===== config.mk =====
export PLATFORM = sky130hd
export DESIGN_NAME = lsu_ctrl
export DESIGN_NICKNAME = d
export VERILOG_FILES = /design/src/rtl/lsu_pkg.sv /design/src/rtl/lsu_load_align.sv /design/src/rtl/lsu_ctrl.sv
export SDC_FILE = /design/constraint.sdc
export NUM_CORES = 1
export LEC_CHECK = 0
export ABC_CLOCK_PERIOD_IN_PS = 3300
export BUFFER_PORTS_ARGS = -buffer_cell sky130_fd_sc_hd__clkbuf_2
export CAP_MARGIN = 40
export CORE_UTILIZATION = 51
export CTS_CLUSTER_SIZE = 16
export DETAILED_ROUTE_END_ITERATION = 7
export GPL_TIMING_DRIVEN = 1
export PLACE_DENSITY_LB_ADDON = 0.1
export SLEW_MARGIN = 5
export SYNTH_ARGS = -nofsm -noshare
export SYNTH_HDL_FRONTEND = slang
export SYNTH_SLANG_ARGS = --single-unit

===== constraint.sdc =====
create_clock -name clk -period 3.3 [get_ports clk]
set_input_delay 0.165 -clock clk [delete_from_list [all_inputs] [get_ports clk]]
set_output_delay 0.165 -clock clk [all_outputs]
set_load 0.005 [all_outputs]

===== src/rtl/lsu_pkg.sv =====
// Shared types and constants for the load/store unit.
package lsu_pkg;

  typedef enum logic [1:0] {
    IDLE,
    ACCESS,
    DONE,
    FAIL
  } lsu_state_t;

  localparam logic [1:0] BE_WORD = 2'b11;
  localparam logic [1:0] BE_LO   = 2'b01;
  localparam logic [1:0] BE_HI   = 2'b10;

endpackage


===== src/rtl/lsu_load_align.sv =====
// Load data alignment: byte-lane select with zero/sign extension, or word passthrough.
module lsu_load_align #(
  parameter int unsigned DATA_W = 16
) (
  input  logic [DATA_W-1:0] rdata,
  input  logic              byte_mode,
  input  logic              lane_hi,
  input  logic              sign_ext,
  output logic [DATA_W-1:0] data
);

  logic [7:0] lane;
  logic       fill;

  always_comb begin
    lane = lane_hi ? rdata[15:8] : rdata[7:0];
    fill = sign_ext & lane[7];
    if (byte_mode) data = {{(DATA_W-8){fill}}, lane};
    else           data = rdata;
  end

endmodule


===== src/rtl/lsu_ctrl.sv =====
// Load/store unit: one req/ack bus access per start, load result held on mem_in.
module lsu_ctrl
  import lsu_pkg::*;
#(
  parameter int unsigned DATA_W  = 16,
  parameter int unsigned ADDR_W  = 16,
  parameter int unsigned TIMEOUT = 255
) (
  input  logic              clk,
  input  logic              rst,
  input  logic              start,
  input  logic              we,
  input  logic              byte_mode,
  input  logic              sign_ext,
  input  logic [ADDR_W-1:0] addr,
  input  logic [DATA_W-1:0] wdata,
  output logic              mem_req,
  output logic              mem_we,
  output logic [ADDR_W-1:0] mem_addr,
  output logic [1:0]        mem_be,
  output logic [DATA_W-1:0] mem_wdata,
  input  logic              mem_ack,
  input  logic [DATA_W-1:0] mem_rdata,
  output logic [DATA_W-1:0] mem_in,
  output logic              busy,
  output logic              done,
  output logic              err
);

  localparam int unsigned CW = $clog2(TIMEOUT + 1);

  lsu_state_t        state, state_nxt;
  logic [CW-1:0]     cnt;
  logic              req_we, req_byte, req_sext, req_lane;
  logic [DATA_W-1:0] load_data;

  lsu_load_align #(.DATA_W(DATA_W)) u_align (
    .rdata     (mem_rdata),
    .byte_mode (req_byte),
    .lane_hi   (req_lane),
    .sign_ext  (req_sext),
    .data      (load_data)
  );

  always_comb begin
    state_nxt = state;
    mem_req   = 1'b0;
    done      = 1'b0;
    err       = 1'b0;
    busy      = (state != IDLE);
    case (state)
      IDLE:   if (start) state_nxt = ACCESS;
      ACCESS: begin
        mem_req = 1'b1;
        // ack wins over a timeout landing on the same edge
        if (mem_ack)                      state_nxt = DONE;
        else if (cnt == CW'(TIMEOUT))     state_nxt = FAIL;
      end
      DONE: begin
        done      = 1'b1;
        state_nxt = IDLE;
      end
      FAIL: begin
        done      = 1'b1;
        err       = 1'b1;
        state_nxt = IDLE;
      end
      default: state_nxt = IDLE;
    endcase
    mem_we = mem_req & req_we;
  end

  always_ff @(posedge clk) begin
    if (rst) begin
      state     <= IDLE;
      cnt       <= '0;
      req_we    <= 1'b0;
      req_byte  <= 1'b0;
      req_sext  <= 1'b0;
      req_lane  <= 1'b0;
      mem_addr  <= '0;
      mem_be    <= '0;
      mem_wdata <= '0;
      mem_in    <= '0;
    end else begin
      state <= state_nxt;
      if (state == IDLE && start) begin
        cnt      <= '0;
        req_we   <= we;
        req_byte <= byte_mode;
        req_sext <= sign_ext;
        req_lane <= addr[0];
        if (byte_mode) begin
          mem_addr  <= addr;
          mem_be    <= addr[0] ? BE_HI : BE_LO;
          mem_wdata <= {(DATA_W/8){wdata[7:0]}};
        end else begin
          mem_addr  <= {addr[ADDR_W-1:1], 1'b0};
          mem_be    <= BE_WORD;
          mem_wdata <= wdata;
        end
      end
      if (state == ACCESS) begin
        if (mem_ack) begin
          if (!req_we) mem_in <= load_data;
        end else if (cnt != CW'(TIMEOUT)) begin
          cnt <= cnt + 1'b1;
        end
      end
    end
  end

endmodule


==> results of run 1 <==
==> cell families (layout without fill, tap and decap cells) <==
group                    after synthesis  count (layout)  synth area share
AND/OR/NAND/NOR                      142             142             0.244
buffers and inverters                 25             131            0.0520
multiplexers                           9               9            0.0334
flip-flops                            64              64             0.476
adder cells (fa/ha/maj)                1               1           0.00464
AO/OA/AOI/OAI                         74              74             0.190
==> per-layer routing <==
metal	wire length (um)	vias to the layer above	track usage
met5	0	-	0
met4	63	0	0.107
met3	450	7	0.0830
met2	3140	82	0.391
met1	3000	1181	0.309
li1	-	1294	-
==> area by class of cell <==
type	count	share of cell area
clock inverter	5	0.0230
sequential	64	0.368
tap	70	0.0252
timing repair buffer	114	0.175
clock buffer	11	0.0406
inverter	1	0.00108
multi-input combinational	226	0.367
==> sequential cells by signal, summed over array words and instances (netlist names), 2 cells and up <==
name / count
mem_wdata: 16
cnt: 8
state: 2
mem_be: 2
mem_addr: 16
mem_in: 16
==> cell usage after synthesis (2+ instances only) <==
library cell,number
a31oi_1,2
nand2b_1,8
a211oi_2,7
buf_6,3
o21ai_0,5
clkbuf_1,11
nor3b_1,2
a311oi_1,10
nand3_1,17
and2_1,3
nor3_1,3
nor2_1,29
mux2i_1,9
a21oi_1,34
dfxtp_1,64
buf_4,3
buf_2,5
a211oi_1,10
nand2_1,67
==> through the flow <==
stage               total power, W  instance area, um2   util  std cells  hold slack (ps)
CTS                        0.00187                3480  0.682        491             25.5
global placement           0.00111                3220  0.630        473              388
detailed placement         0.00113                3260  0.638        475              393
floorplan                  0.00101                2690      -        315              274
global route               0.00194                3480  0.682        491             30.8
finish                     0.00186                3480  0.682        491             34.8
==> power by group through the flow <==
stage / combinational (W) / sequential, W / clock, W
after floorplan: 0.000145 / 0.000867 / 0
after global placement: 0.000238 / 0.000869 / 0
after detailed placement: 0.000255 / 0.000871 / 0
after CTS: 0.000256 / 0.000854 / 0.000761
after global routing: 0.000282 / 0.000860 / 0.000801
final: 0.000254 / 0.000854 / 0.000754
==> worst paths after layout <==
kind / to / slack [ps] / depth (start not counted)
max: mem_be[1] / 1370 / 6
min: mem_addr[1] / 30 / 3
max reg2reg: mem_be[1] / 1370 / 6
min reg2reg: mem_addr[15] / 450 / 2
==> worst min-delay path: stages <==
cell	delay [ps]
clkbuf_2	80
nand2_1	40
a21oi_1	50
==> summary.txt, run 1 <==
Clocking
  • CTS sink count: 64
  • Postcts setup bufs: 0
  • H-tree lvl count: 3
  • Worst skew pair latency: 340 ps
  • CTS tree: yes
  • CTS clk-pin slew, worst paths: 70 ps
  • CTS root buf: clkbuf_8
  • Post-cts resize count: 0
  • Clock Path Buffers: 2
  • Hold-fix buffers, CTS: 0
  • TritonCTS buffer count: 9

Power
  • Clock Power Share: 0.405
  • Switching part of the total: 0.257
  • Cell leakage power: 1.52 nW
  • Reg power frac: 0.459
  • Maximum VDD drop: 330 uV
  • Combinational power share: 0.136
  • Power per cell area: 535 nW/um2
  • Int Power: 0.00138 W
  • Sw power: 0.000479 W

Die
  • Core Area: 5110 um2
  • Die H: 74.7 um
  • Die area: 5580 um2
  • Die X-Extent: 74.7 um
  • IO Pins: 110
  • Row Count: 26
  • Initial core utilization: 0.527

Layout
  • Multi-input logic area: 1280 um2
  • Area grow syn2layout: 29.3%
  • Layout cells sized above 1: 0.349
  • Final nets: 472
  • Leading cell types in the layout, fill and taps excluded: 109 x clkbuf_2, 67 x nand2_1, 64 x dfxtp_1, 34 x a21oi_1, 29 x nor2_1
  • Reg area: 1280 um2
  • Antenna diodes: 0
  • Layout fillers: 450
  • Most common cell after layout, fill and taps aside: clkbuf_2

Synth
  • Yosys cell types: 42
  • Main synth FF type: dfxtp_1
  • Share of the synthesized area in the top cell type: 0.476
  • Mapped Area: 2690 um2
  • Cell taking the most area after synthesis: dfxtp_1
  • Cells after Synth: 315
  • Share of the yosys chip area belonging to registers: 0.476
  • Post-synth EDFFs: 0
  • Synthesis warning total: 0
  • Seq cells post-synth: 64
  • Syn_nets: 371
  • Post-Syn Area per Cell: 8.55 um2
  • Ys async rst share: 0
  • Synth area leaders: dfxtp_1 48%, nand2_1 9.3%, a21oi_1 6.3%

Setup path
  • Arr. time, crit path: 2120 ps
  • Crit path cell chain: or2_4, or2_1, buf_8, buf_4, nor3b_1, nor3_1
  • WS Path Type: reg -> reg
  • CP startpoint kind: flop
  • Slowest stage delay, CP: 410 ps
  • Reg2reg start: state[1]
  • Worst setup path start: state[1]
  • Req. time, crit path: 3500 ps
  • CP top delay family: simple AND/OR/NAND/NOR gates
  • CP max stage cell: or2_1
  • Crit path capture type: flop
  • Worst Path Max Fanout: 16
  • Crit path buf inv count: 2

Timing
  • Final setup fails: 0
  • Max-slew headroom: 0.463
  • Tcrit/Tclk final: 0.584
  • Final Skew: 6.32 ps
  • Setup TNS: 0 ps
  • Unrepaired setup endpoints after global routing: no
  • Worst-Margin Slew: 806 ps
  • Max Freq: 0.519 GHz
  • Fin crit period: 1930 ps
  • Min setup slack post-route: 1370 ps
  • Final hold viol count: 0
  • Max Slew Vio Count: 0

Global routing
  • Total global-route track usage: 0.248
  • Pin count of the biggest net entering global routing: 41
  • Number of global-route vias before repair: 2293
  • First-pass GRT wire length: 10.4 mm
  • Total grt overflow: 0
  • Initial antenna violation count: 0

Worst hold path
  • Worst Hold Launch: addr[1]
  • Min-Delay Path Class: in -> reg

Routing
  • Drc violations: 0
  • DRT iter0 DRCs: 136
  • WL/cell: 13.5 um
  • ANT nets after route: 0
  • Total Wirelength: 6.65 mm
  • Via-to-Cell Ratio: 5.22
  • Drt pass-1 iters: 4
  • Routed via count: 2564

Run
  • MaxCap Viol Count: 0

Place
  • Post-place setup slack: 1400 ps
  • PortBufs: 109
  • Post-DP HPWL: 4.74 mm
  • GP Congestion: 0.854

Status
  • Status: finished, final reports clean
Power figures use the tool's default switching activity.
==> run 2: changes to the inputs <==
--- a/config.mk
+++ b/config.mk
@@ -5,10 +5,11 @@
 export SDC_FILE = /design/constraint.sdc
 export NUM_CORES = 1
 export LEC_CHECK = 0
-export ABC_CLOCK_PERIOD_IN_PS = 3300
+export ABC_AREA = 1
+export ABC_CLOCK_PERIOD_IN_PS = 1670
 export BUFFER_PORTS_ARGS = -buffer_cell sky130_fd_sc_hd__clkbuf_2
 export CAP_MARGIN = 40
-export CORE_UTILIZATION = 51
+export CORE_UTILIZATION = 43
 export CTS_CLUSTER_SIZE = 16
 export DETAILED_ROUTE_END_ITERATION = 7
 export GPL_TIMING_DRIVEN = 1
==> constraint.sdc (replaced) <==
create_clock -name clk -period 1.67 [get_ports clk]
set_input_delay 0.0835 -clock clk [delete_from_list [all_inputs] [get_ports clk]]
set_output_delay 0.0835 -clock clk [all_outputs]
set_load 0.005 [all_outputs]
==> run 2 against run 1 <==
Effect of this change: flip-flop and latch count unchanged; sequential power rose by 99%; count of clock-buffer cells in the layout unchanged; die area increased by 14%; maximum frequency rose by 36%; hold slack worse by 20 ps; register-to-register slack worse by 1100 ps; non-clock buffer count increased by 35; largest cell class unchanged.
==> summary.txt, run 2 <==
Place
  • Placed cell count: 518
  • Post-DP HPWL: 4.62 mm
  • GP Congestion: 0.785
  • Placed cell areas: 3210 um2
  • PortBufs: 109

Worst hold path
  • Worst Hold Launch: addr[8]
  • Hold-critical path depth: 3
  • Min-Delay Path Class: in -> reg
  • Hold EP: mem_addr[8]

Synth
  • Seq cells post-synth: 64
  • Post-synthesis mux area share: 0
  • Fraction of the mapped netlist area in simple logic gates: 0.214
  • Ys async rst share: 0
  • Syn_nets: 404
  • Post-synthesis compound-gate area fraction: 0.218
  • Share of the yosys chip area belonging to registers: 0.493
  • Post-Syn Area per Cell: 7.47 um2
  • Post-Synth XOR/XNOR Area: 0
  • Synthesis warning total: 0
  • Cells after Synth: 348
  • Mapped Area: 2600 um2
  • Cell taking the most area after synthesis: dfxtp_1
  • Share of the synthesized area in the top cell type: 0.493
  • Main combinational cell family by area after synthesis: compound AO/OA/AOI/OAI gates
  • Yosys cell types: 25
  • Post-synthesis adder-cell area fraction: 0.00481
  • Most frequent cell after synthesis: nor2_1
  • Post-synth EDFFs: 0
  • Synth area leaders: dfxtp_1 49%, o21ai_0 12%, nor2_1 9.4%
  • Main synth FF type: dfxtp_1
  • Synth top cells by count: 65 x nor2_1, 64 x dfxtp_1, 62 x o21ai_0

Die
  • Row Count: 27
  • Core Area: 5680 um2
  • Die H: 79.8 um
  • Die area: 6360 um2
  • Die X-Extent: 79.8 um
  • Initial core utilization: 0.458
  • IO Pins: 110

Power
  • Maximum VDD drop: 599 uV
  • Total power: 0.00359 W
  • Power per cell area: 964 nW/um2
  • Reg power frac: 0.475
  • Switching part of the total: 0.263
  • Sw power: 0.000943 W
  • Combinational power share: 0.160
  • Int Power: 0.00264 W
  • Clock Power Share: 0.365
  • Cell leakage power: 1.75 nW

Timing
  • Setup TNS: 0 ps
  • Final Skew: 7.53 ps
  • Final hold viol count: 0
  • Max Slew Vio Count: 0
  • Unrepaired setup endpoints after global routing: no
  • Final setup fails: 0
  • Max Freq: 0.706 GHz
  • Tcrit/Tclk final: 0.848
  • Fin crit period: 1420 ps
  • Worst-Margin Slew: 366 ps
  • Max-slew headroom: 0.756

Clocking
  • Postcts setup bufs: 0
  • CTS tree: yes
  • Worst skew pair latency: 330 ps
  • CTS sink count: 64
  • Clock Path Buffers: 2
  • CTS clk-pin slew, worst paths: 70 ps
  • TritonCTS buffer count: 9
  • H-tree lvl count: 3
  • CTS root buf: clkbuf_8

Global routing
  • First-pass GRT wire length: 11.1 mm
  • Number of global-route vias before repair: 2530
  • GR Layer Usage met1: 0.262
  • Met3 Resource Use GR: 0.0629
  • Pin count of the biggest net entering global routing: 45
  • Total grt overflow: 0
  • Initial antenna violation count: 0
  • Grt met2 use: 0.385
  • Gr busiest metal: met2
  • Total global-route track usage: 0.223

Routing
  • DRT iter0 DRCs: 161
  • Drt pass-1 iters: 5
  • Routed via count: 2816
  • Drc violations: 0
  • Via-to-Cell Ratio: 4.98
  • ANT nets after route: 0
  • WL/cell: 12.2 um
  • Total Wirelength: 6.90 mm

Setup path
  • Reg2Reg Capture Point: cnt[2]
  • Reg-to-reg setup timing slack: 250 ps
  • Req. time, crit path: 1890 ps
  • CP max stage cell: dfxtp_1
  • WS Path Type: reg -> reg
  • Arr. time, crit path: 1640 ps
  • Crit path buf inv count: 1
  • Crit path cell chain: ha_1, nand2_2, nor2_2, nand3_1, nand2_2, inv_1, a21oi_1, nor2_1
  • WP depth: 8
  • Crit-path most repeated cell: nand2_2
  • Reg2reg start: cnt[1]
  • Slowest stage delay, CP: 360 ps
  • FF-to-FF path depth: 8
  • CP startpoint kind: flop
  • Crit path capture type: flop
  • Worst Path Max Fanout: 9
  • CP top delay family: simple AND/OR/NAND/NOR gates

Layout
  • Final instance area: 3720 um2
  • Post-Layout Cell Count: 565
  • Final nets: 544
  • Largest registers: mem_addr (16), mem_in (16), mem_wdata (16)
  • Most common cell after layout, fill and taps aside: clkbuf_2
  • Antenna diodes: 0
  • Area grow syn2layout: 43.0%
  • Final core occ: 0.655
  • Layout cells sized above 1: 0.286
  • Leading cell types in the layout, fill and taps excluded: 109 x clkbuf_2, 65 x nor2_1, 64 x dfxtp_1, 62 x o21ai_0, 45 x nand2_1

Status
  • Status: finished, final reports clean

Run
  • MaxCap Viol Count: 0
==> run 2: cell types whose count changed in the layout (fill, tap and decap cells not counted), moves of 4 or more <==
cell / change
inv_1: +16
a211oi_1: -10
o21ai_0: +57
a21oi_1: -5
a211oi_2: -7
mux2i_1: -9
nand3_1: -4
nor2_1: +36
nand2_1: -22
a31oi_1: +13
buf_4: +5
a311oi_1: -10
nand2b_1: -8
dlygate4sd3_1: +31
==> run 2: worst min-delay path, cell delays in order <==
cell,delay [ps]
clkbuf_2,70
o21ai_0,70
nor2_1,80
==> run 2: layout make-up <==
| type | instances | area (um2) |
|---|---|---|
| Clock buffer | 11 | 141 |
| Clock inverter | 5 | 56.3 |
| Fill cell | 520 | 1960 |
| Inverter | 21 | 78.8 |
| Multi-Input combinational cell | 243 | 1130 |
| Sequential cell | 64 | 1280 |
| Tap cell | 72 | 90.1 |
| Timing Repair Buffer | 149 | 936 |
==> run 2: what timing repair did <==
item,4_1_cts,5_1_grt
hold buffers,29,2
hold endpoints to repair,23,2
resized for setup,0,0
==> run 2: power by group through the flow <==
| stage | clock (W) | combinational, W | sequential (W) |
|---|---|---|---|
| after floorplan | 0 | 0.000269 | 0.00174 |
| after global placement | 0 | 0.000511 | 0.00174 |
| after detailed placement | 0 | 0.000518 | 0.00174 |
| after global routing | 0.00142 | 0.000649 | 0.00172 |
| final | 0.00131 | 0.000573 | 0.00170 |
| after CTS | 0.00135 | 0.000573 | 0.00170 |
==> run 2: worst max path at each step <==
stage	from	endpoint	slack (ps)
after global routing	cnt[0]	cnt[2]	120
final	cnt[1]	cnt[2]	250
after global placement	cnt[0]	cnt[2]	320
after CTS	cnt[0]	cnt[2]	260
after floorplan	cnt[0]	cnt[2]	410
after detailed placement	cnt[0]	cnt[2]	280
==> run 2: cells by family after synthesis <==
kind of cell               Yosys count
buffers and inverters               41
AOI/OAI and AO/OA                  109
and+or+nand+nor                    133
adders and majority gates            1
DFF                                 64
==> run 2: per-layer routing <==
layer,routed length (um),share of wire
met1,2990,0.43
met2,3450,0.50
met3,409,0.059
met4,58,0.0084
met5,0,0
==> run 2: stage by stage <==
step                setup WS (ps)  hold WS (ps)
finish                        254          14.7
global route                  120          11.6
CTS                           264         0.638
detailed placement            280           341
global placement              319           331
floorplan                     413           153
==> run 3: changes to the inputs <==
--- a/config.mk
+++ b/config.mk
@@ -6,7 +6,7 @@
 export NUM_CORES = 1
 export LEC_CHECK = 0
 export ABC_AREA = 1
-export ABC_CLOCK_PERIOD_IN_PS = 1670
+export ABC_CLOCK_PERIOD_IN_PS = 1200
 export BUFFER_PORTS_ARGS = -buffer_cell sky130_fd_sc_hd__clkbuf_2
 export CAP_MARGIN = 40
 export CORE_UTILIZATION = 43
==> constraint.sdc (replaced) <==
create_clock -name clk -period 1.2 [get_ports clk]
set_input_delay 0.06 -clock clk [delete_from_list [all_inputs] [get_ports clk]]
set_output_delay 0.06 -clock clk [all_outputs]
set_load 0.005 [all_outputs]
==> run 3 against run 2 <==
Effect of this change: the run now ends with hold timing, setup timing left; maximum frequency up 15%; sequential power grew 40%; clock power up 31%; core utilization increased by 8.5 points; total power rose by 42%; worst setup slack got worse by 290 ps; sequential share of layout area down 3.8 points; wire length rose by 12%; die area is the same; critical path type unchanged; largest power group unchanged; highest routed layer unchanged.
==> summary.txt, run 3 (same netlist as run 2, synthesis figures left out) <==
Status
  • Status: finished with violations
  • Violated checks: hold timing, setup timing

Die
  • Row Count: 27
  • Die area: 6360 um2
  • Initial core utilization: 0.458
  • Die X-Extent: 79.8 um
  • Core Area: 5680 um2
  • IO Pins: 110
  • Die H: 79.8 um

Place
  • Post-DP HPWL: 4.77 mm
  • Placed cell areas: 3350 um2
  • Post-place setup slack: -20.2 ps
  • GP Congestion: 0.828
  • PortBufs: 109

Routing
  • Routed via count: 2967
  • DRT iter0 DRCs: 128
  • Total Wirelength: 7.72 mm
  • Via-to-Cell Ratio: 5.01
  • Drt pass-1 iters: 4
  • ANT nets after route: 0
  • WL/cell: 13.0 um
  • Drc violations: 0

Global routing
  • First-pass GRT wire length: 12.3 mm
  • Total grt overflow: 0
  • Initial antenna violation count: 0
  • Total global-route track usage: 0.251
  • Number of global-route vias before repair: 2777
  • Pin count of the biggest net entering global routing: 37

Timing
  • Worst slack on hold paths: -9.65 ps
  • Max-slew headroom: 0.773
  • Final Skew: 6.48 ps
  • Final hold viol count: 2
  • Unrepaired setup endpoints after global routing: yes
  • Worst-Margin Slew: 339 ps
  • Final setup fails: 3
  • Max Slew Vio Count: 0
  • Min setup slack post-route: -32.2 ps
  • Tcrit/Tclk final: 1.03
  • Fin crit period: 1230 ps
  • Max Freq: 0.812 GHz

Setup path
  • Req. time, crit path: 1420 ps
  • Crit path cell chain: ha_4, nand2_4, nor2_4, nand3_4, nand2_8, o21ai_1, nand2_1, nor2_1
  • Slowest stage delay, CP: 350 ps
  • CP startpoint kind: flop
  • WS Path Type: reg -> reg
  • CP top delay family: simple AND/OR/NAND/NOR gates
  • Arr. time, crit path: 1450 ps
  • Worst Path Max Fanout: 5
  • Crit path buf inv count: 0
  • Crit path capture type: flop
  • CP max stage cell: dfxtp_2

Layout
  • Largest registers: mem_addr (16), mem_in (16), mem_wdata (16)
  • Final instance area: 4200 um2
  • Reg area: 1290 um2
  • Area grow syn2layout: 61.4%
  • Layout cells sized above 1: 0.377
  • Leading cell types in the layout, fill and taps excluded: 107 x clkbuf_2, 62 x nor2_1, 59 x dfxtp_1, 41 x nand2_1, 39 x dlygate4sd3_1
  • Final nets: 571
  • Final core occ: 0.740
  • Multi-input logic area: 1300 um2
  • Most common cell after layout, fill and taps aside: clkbuf_2
  • Layout fillers: 457
  • Antenna diodes: 0

Worst hold path
  • Min-Delay Path Class: in -> reg

Power
  • Cell leakage power: 1.92 nW
  • Maximum VDD drop: 843 uV
  • Total power: 0.00508 W
  • Power per cell area: 1210 nW/um2

Clocking
  • H-tree lvl count: 3
  • Worst skew pair latency: 330 ps
  • TritonCTS buffer count: 9
  • CTS tree: yes
  • CTS root buf: clkbuf_8
  • Clock Path Buffers: 2
  • CTS clk-pin slew, worst paths: 70 ps
  • CTS sink count: 64

Run
  • MaxCap Viol Count: 0
-- run 3: metrics by stage --
stage | TNS, ps | cells
finish | -65.9 | 592
global route | -1010 | 592
CTS | -18.3 | 586
detailed placement | -37.3 | 530
global placement | -5.58 | 530
floorplan | 0 | 348
-- run 3: worst reg2reg max path, cell delays in order, from the launching register on --
cell	delay, ps
dfxtp_2	350
ha_4	150
nand2_4	60
nor2_4	130
nand3_4	130
nand2_8	120
o21ai_1	70
nand2_1	70
nor2_1	40
-- run 3: worst paths after layout --
path              slack (ps)           to       from  cells after the start
hold reg to reg          470    mem_be[0]  mem_be[0]                      2
setup / recovery         -30       cnt[3]     cnt[0]                      8
hold / removal           -10  mem_addr[1]    addr[1]                      3
setup reg to reg         -30       cnt[3]     cnt[0]                      8
-- run 3: metal layers --
layer  global-route usage  vias up  routed length (um)
met5                    0        -                   0
met3               0.0480       23                 329
met2                0.426       95                3720
li1                     -     1509                   -
met1                0.301     1340                3430
met4                0.125        0                 240
-- run 3: final cells by class --
| class | count | share of cell area |
|---|---|---|
| tap | 72 | 0.0215 |
| clock inverter | 2 | 0.00298 |
| timing repair buffer | 175 | 0.295 |
| multi-input combinational | 244 | 0.310 |
| sequential | 64 | 0.307 |
| clock buffer | 14 | 0.0411 |
| inverter | 21 | 0.0223 |
-- run 3: what timing repair did --
item                                   in CTS  in global routing
setup endpoints to repair                  10                 46
endpoints found under the hold margin      35                  0
pin swaps                                   3                  4
resized for setup                           9                 77
buffers inserted                            0                  3
cloned                                      1                  3
hold buffers                               39                  0
-- run 3: report_power, final --
part	leakage [nW]	total, W	switching [W]	internal (W)
combinational	1.30	0.000985	0.000489	0.000497
clock	0.0927	0.00172	0.000800	0.000919
sequential	0.529	0.00238	0.0000898	0.00229
total	1.92	0.00508	0.00138	0.00370
